==> src/rtl/mem_arbiter.sv <==
// Arbiter for one single-port memory shared by instruction fetch (IF) and data access (DM).
// Fixed DM-over-IF priority, one access in flight, cancellable fetches, and a timeout watchdog.
module mem_arbiter #(
   parameter int TIMEOUT = 16
) (
   input  logic        clk,
   input  logic        rst,
   input  logic        if_req,
   input  logic [31:0] if_addr,
   input  logic        if_cancel,
   output logic [31:0] if_rdata,
   output logic        if_valid,
   output logic        if_stall,
   input  logic        dm_req,
   input  logic        dm_we,
   input  logic [3:0]  dm_be,
   input  logic [31:0] dm_addr,
   input  logic [31:0] dm_wdata,
   output logic [31:0] dm_rdata,
   output logic        dm_valid,
   output logic        dm_stall,
   output logic        m_req,
   output logic        m_we,
   output logic [3:0]  m_be,
   output logic [31:0] m_addr,
   output logic [31:0] m_wdata,
   input  logic [31:0] m_rdata,
   input  logic        m_ready,
   output logic        err,
   output logic [1:0]  dbg_state
);

   localparam int CW = $clog2(TIMEOUT + 1);

   // Handshake: m_req stays high from grant until the cycle m_ready is high (or the
   // watchdog fires); m_* payload is frozen for that whole period. A requester's
   // *_valid is a single-cycle pulse in the completion cycle; *_req must then be
   // held stable while its *_stall is high.
   typedef enum logic [1:0] {
      IDLE    = 2'd0,
      IF_BUSY = 2'd1,
      DM_BUSY = 2'd2
   } state_t;

   state_t         state_q, state_d;
   logic           drop_q, drop_d;
   logic [CW-1:0]  cnt_q, cnt_d;
   logic           err_q, err_d;
   logic           m_we_q, m_we_d;
   logic [3:0]     m_be_q, m_be_d;
   logic [31:0]    m_addr_q, m_addr_d;
   logic [31:0]    m_wdata_q, m_wdata_d;

   logic busy;
   logic timeout_hit;
   logic done;

   always_comb begin
      busy        = (state_q != IDLE);
      timeout_hit = busy & ~m_ready & (cnt_q == CW'(TIMEOUT - 1));
      done        = busy & (m_ready | timeout_hit);

      // A cancel arriving in the completion cycle itself also suppresses the stale fetch.
      if_valid = (state_q == IF_BUSY) & done & ~(drop_q | if_cancel);
      dm_valid = (state_q == DM_BUSY) & done;
      if_rdata = (if_valid & m_ready) ? m_rdata : 32'h0;
      dm_rdata = (dm_valid & m_ready) ? m_rdata : 32'h0;
      if_stall = if_req & ~if_valid;
      dm_stall = dm_req & ~dm_valid;

      m_req     = busy;
      m_we      = m_we_q;
      m_be      = m_be_q;
      m_addr    = m_addr_q;
      m_wdata   = m_wdata_q;
      err       = err_q;
      dbg_state = state_q;
   end

   always_comb begin
      state_d   = state_q;
      drop_d    = drop_q;
      cnt_d     = cnt_q;
      err_d     = err_q;
      m_we_d    = m_we_q;
      m_be_d    = m_be_q;
      m_addr_d  = m_addr_q;
      m_wdata_d = m_wdata_q;

      case (state_q)
         IDLE: begin
            cnt_d  = '0;
            drop_d = 1'b0;
            if (dm_req) begin
               state_d   = DM_BUSY;
               m_we_d    = dm_we;
               m_be_d    = dm_we ? dm_be : 4'hF;
               m_addr_d  = dm_addr;
               m_wdata_d = dm_wdata;
            end else if (if_req && !if_cancel) begin
               state_d   = IF_BUSY;
               m_we_d    = 1'b0;
               m_be_d    = 4'hF;
               m_addr_d  = if_addr;
               m_wdata_d = 32'h0;
            end
         end
         IF_BUSY, DM_BUSY: begin
            if (done) begin
               state_d = IDLE;
               drop_d  = 1'b0;
               cnt_d   = '0;
               err_d   = err_q | timeout_hit;
            end else begin
               cnt_d = cnt_q + CW'(1);
               if (state_q == IF_BUSY && if_cancel) drop_d = 1'b1;
            end
         end
         default: state_d = IDLE;
      endcase
   end

   always_ff @(posedge clk or posedge rst) begin
      if (rst) begin
         state_q   <= IDLE;
         drop_q    <= 1'b0;
         cnt_q     <= '0;
         err_q     <= 1'b0;
         m_we_q    <= 1'b0;
         m_be_q    <= 4'h0;
         m_addr_q  <= 32'h0;
         m_wdata_q <= 32'h0;
      end else begin
         state_q   <= state_d;
         drop_q    <= drop_d;
         cnt_q     <= cnt_d;
         err_q     <= err_d;
         m_we_q    <= m_we_d;
         m_be_q    <= m_be_d;
         m_addr_q  <= m_addr_d;
         m_wdata_q <= m_wdata_d;
      end
   end

endmodule

==> config.mk <==
export PLATFORM = sky130hd
export DESIGN_NAME = mem_arbiter
export DESIGN_NICKNAME = d
export VERILOG_FILES = /design/src/rtl/mem_arbiter.sv
export SDC_FILE = /design/constraint.sdc
export NUM_CORES = 1
export LEC_CHECK = 0
export CORE_MARGIN = 3
export CORE_UTILIZATION = 31
export CTS_CLUSTER_DIAMETER = 60
export DETAILED_ROUTE_END_ITERATION = 8
export GPL_TIMING_DRIVEN = 0
export PLACE_DENSITY_LB_ADDON = 0.2
export SLEW_MARGIN = 25
export SYNTH_ARGS = -nofsm -noshare
export SYNTH_HDL_FRONTEND = slang
export SYNTH_SLANG_ARGS = --single-unit
==> constraint.sdc <==
create_clock -name clk -period 5.7 [get_ports clk]
set_clock_uncertainty 0.15 [all_clocks]
set_input_delay 0.855 -clock clk [delete_from_list [all_inputs] [get_ports clk]]
set_output_delay 0.855 -clock clk [all_outputs]
set_load 0.02 [all_outputs]
# ---- After elaboration in Yosys (flattened, before gate mapping)
# Index checks and enable logic that the tools add are counted.
# W data, S select, Z words.
dict set report totals {
  ff_bits 78
  latch_bits 0
  ramBits 0
  romBits 0
  inputBits 139
  n_memories 0
}
dict set report op_classes {
  addsub 1
  n_mul 0
  div_mod_pow 0
  n_lt_le_gt_ge 0
  eq_ne 6
  shifts 0
  mux 20
  bitwise_logic 17
  n_reduce_logical 12
}
# op n
set ops {}
lappend ops {{$mux W32} 6}
lappend ops {{$mux W4} 3}
lappend ops {{$and A1 B1 Y1} 10}
lappend ops {{$pmux W5 S2} 1}
lappend ops {{$reduce_and A2 Y1} 4}
lappend ops {{$mux W2} 3}
lappend ops {{$ne A3 B3 Y1 const B} 2}
lappend ops {{$reduce_bool A2 Y1} 3}
lappend ops {{$add A5 B1 Y5 const B} 1}
lappend ops {{$eq A5 B4 Y1 const B} 1}
lappend ops {{$mux W5} 1}
lappend ops {{$mux W1} 4}
lappend ops {{$not A1 Y1} 4}
lappend ops {{$pmux W2 S2} 1}
lappend ops {{$or A1 B1 Y1} 3}
lappend ops {{$eq A2 B1 Y1 const B} 1}
lappend ops {{$eq A2 B2 Y1 const B} 1}
lappend ops {{$logic_and A1 B1 Y1} 2}
lappend ops {{$logic_not A2 Y1} 1}
lappend ops {{$ne A2 B2 Y1 const B} 1}
lappend ops {{$pmux W1 S2} 1}
lappend ops {{$reduce_or A2 Y1} 1}
lappend ops {{$logic_not A1 Y1} 1}

# ---- Depth between registers and ports, before layout
dict set report logic_depth {
  depth_word 9
  ltp_mapped 7
}

# ---- Worst setup path after synthesis
# OpenSTA, ideal clock, no wires.
dict set report synth_path {
  kind {input-to-output}
  startpoint {input if_cancel}
  endpoint {output if_rdata[10]}
  t_arrival_ps 1898
  required_time_ps 4695
  setup_slack_ps 2797
  path_stages 4
  n_path_buf 1
  path_cell_list {or3b_4 -> nor3b_4 -> buf_6 -> and2_1}
}
dict set report synth_between {
  elab_chain_cells 5
}
# item line
set synth_rtl {}
lappend synth_rtl {{start, declared} 10} ;# input logic if_cancel,
lappend synth_rtl {{$or A1 B1 Y1} 64} ;# if_valid = (state_q == IF_BUSY) & done & ~(drop_q | if_cancel);
lappend synth_rtl {{$not A1 Y1} 64}
lappend synth_rtl {{$and A1 B1 Y1} 64}
lappend synth_rtl {{$and A1 B1 Y1} 66} ;# if_rdata = (if_valid & m_ready) ? m_rdata : 32'h0;
lappend synth_rtl {{$mux W32} 66}
lappend synth_rtl {{end, declared} 11} ;# output logic [31:0] if_rdata,
# Every way passes these cells.

# ---- Worst setup path in the final report
dict set report layout_path {
  startpoint {input if_cancel}
  endpoint {output if_rdata[19]}
}
# The elaborated chain is that of the path after synthesis.

==> impl_metrics.ini <==
[grt]
grt_overflow = 0
grt_usage = 0.190
grt_use_met3 = 0.0692
busiest_layer = met2
grt_use_met1 = 0.185
grt_max_degree = 52
antenna_found_initial = 0
grtUsageMet2 = 0.370
grt_pass1_vias = 3970
grt_pass1_wl_mm = 20.9

[cells_and_area]
diodes = 0
fill_cells = 1045
drive_gt1_frac = 0.158
mostFrequentLayoutCells = clkdlybuf4s50_1 (279), dfrtp_1 (78), and2_1 (65)
layout_commonest_cell = clkdlybuf4s50_1
fin_nets = 760
area_growth_pct = 85.6

[synthesis]
syn-num-nets = 469
synth_flop_cell = dfrtp_1
syn_avg_cell_area_um2 = 12.0
synth_top_area_cell = dfrtp_1
synth-warning-count = 0
synth_cell_types = 34
ys_seq_elements = 78
yosysSeqAreaShare = 0.501
async_flop_share = 1.00
synth_area_leaders = dfrtp_1 (50%), mux2_2 (19%), and2_1 (10%)
synthesis.area_mm2 = 0.00389
synth_top_area_share = 0.501
synth_edf_count = 0
syn_inst = 324

[drt]
vias_per_cell = 4.58
wl_mm = 13.4
ant_nets = 0
drt_iter0_markers = 39
drt_pre_antenna_iters = 4
vias = 3606
wl_per_cell_um = 16.9
drc_errors = 0

[clock_network]
clock_latency_ns = 0.33
clock_sinks = 78
htree_levels = 3
clk_pin_slew_ns = 0.05
cts_tree = yes
cts_buffers = 9
hold_buffers = 0
cts_root_buffer = clkbuf_16
cts_resized = 0
postCtsSetupRepairBufs = 0
cts.path.max_buffers = 2

[die]
start_util = 0.320
die_w_um = 118
rows = 40
core_mm2 = 0.0122
io_pins = 280
die_h_um = 118
dieArea_mm2 = 0.0139

[setup_path]
crit_chain = clkdlybuf4s50_1, or3b_4, nor3b_4, buf_6, and2_1, clkdlybuf4s50_1
crit_path_max_fanout = 10
required_ns = 4.70
startpoint_type = primary input
cp.arrival_ns = 2.96
cp_common_cell = clkdlybuf4s50_1
critPathBufInv = 3
endpoint_kind = output pin
crit_slowest_cell = clkdlybuf4s50_1
critPathKind = in2out
path_delay_family = buffers and inverters
r2r-start = cnt_q[0]
cp-startpoint = if_cancel
slowest_delay_ns = 0.62

[placed_design]
pre_cts_ws_ns = 1.71
place_hpwl_mm = 11.1
place.gp.congestion = 0.818
portBuffers = 279

[flow_run]
drv_cap = 0

[timing]
tns_ns = 0
relSlewSlack = 0.612
tightestPinTransition_ns = 0.581
timing.final.ws_setup_ns = 1.74
maxSlewViolCount = 0
setup_viol = 0
min_period_over_period = 0.696
period_minus_slack_ns = 3.96
rsz0062_at_grt = false
hold_violations = 0
max_freq_mhz = 252

[power_and_ir_drop]
p_per_area_mw_per_mm2 = 446
vdd_drop_max_uv = 281
leakage_nw = 2.96

[hold_path]
hold_path.startpoint = cnt_q[4]
hold_class = reg2reg

[run_status]
status = finished, final reports clean
## registers in the layout, summed over array words and instances, names as in the netlist
| register | flops |
|---|---|
| err | 1 |
| m_addr | 32 |
| m_be | 4 |
| m_wdata | 32 |
| dbg_state | 2 |
| m_we | 1 |
| cnt_q | 5 |
| drop_q | 1 |
## power by group
group | leakage (nW) | internal (W) | total (W) | switching (W)
logic | 1.86 | 0.000878 | 0.00170 | 0.000822
registers | 0.950 | 0.000811 | 0.000955 | 0.000145
clock network | 0.148 | 0.000349 | 0.000568 | 0.000219
total | 2.96 | 0.00204 | 0.00322 | 0.00119
## cells in the mapped netlist (3+ instances only)
cell	number
dfrtp_1	78
and2_1	65
mux2_2	64
a22o_1	32
clkbuf_1	10
inv_1	10
nand2_1	7
ha_1	6
buf_2	5
buf_4	4
nor2_1	4
o21ai_0	4
o22a_1	4
buf_6	3
nand2b_1	3
nor2b_1	3
o22ai_1	3
## routing by layer
layer	up-vias	share of wire
met5	-	0
met1	1710	0.35
met2	169	0.55
met4	0	0.013
met3	12	0.087
li1	1715	-
## through the flow
stage	hold WS, ns	cells	power (W)	instance area, um2	util
6_report	0.338	788	0.00322	7230	0.594
5_1_grt	0.367	788	0.00341	7230	0.594
4_1_cts	0.339	788	0.00327	7230	0.594
3_5_place_dp	0.327	772	0.00268	6930	0.570
3_3_place_gp	0.316	771	0.00264	6900	0.567
2_1_floorplan	0.302	324	0.00183	3890	-
## layout make-up
class	instances	area [um2]	area share
Clock buffer	10	239	0.0331
Buffer	23	131	0.0182
Clock inverter	6	61.3	0.00848
Tap cell	168	210	0.0291
Inverter	10	40.0	0.00554
Multi-Input combinational cell	213	1770	0.245
Sequential cell	78	1950	0.270
Timing Repair Buffer	280	2820	0.390
## tightest hold or removal path, delay by kind of cell, from the launching register on
| kind | cells | cell delay, ns |
|---|---|---|
| DFF | 1 | 0.34 |
| AOI/OAI and AO/OA | 1 | 0.06 |
| and+or+nand+nor | 1 | 0.05 |
## worst paths after layout
check / end / slack (ns) / depth (start not counted)
hold reg to reg: cnt_q[4] / 0.34 / 2
hold / removal: cnt_q[4] / 0.34 / 2
min in group asynchronous: m_we / 0.72 / 2
setup reg to reg: dbg_state[0] / 3.49 / 7
setup / recovery: if_rdata[19] / 1.74 / 6
max in group asynchronous: m_addr[27] / 4.11 / 3
## kinds of logic (layout without fill, tap and decap cells)
group | Yosys count | count (layout) | share of synthesized area
AOI/OAI and AO/OA | 54 | 54 | 0.111
adders and majority gates | 6 | 6 | 0.0193
buffers and inverters | 33 | 329 | 0.0434
DFF | 78 | 78 | 0.501
muxes | 64 | 64 | 0.185
and+or+nand+nor | 89 | 89 | 0.140
Note: power is estimated with default switching activity, not from simulation.
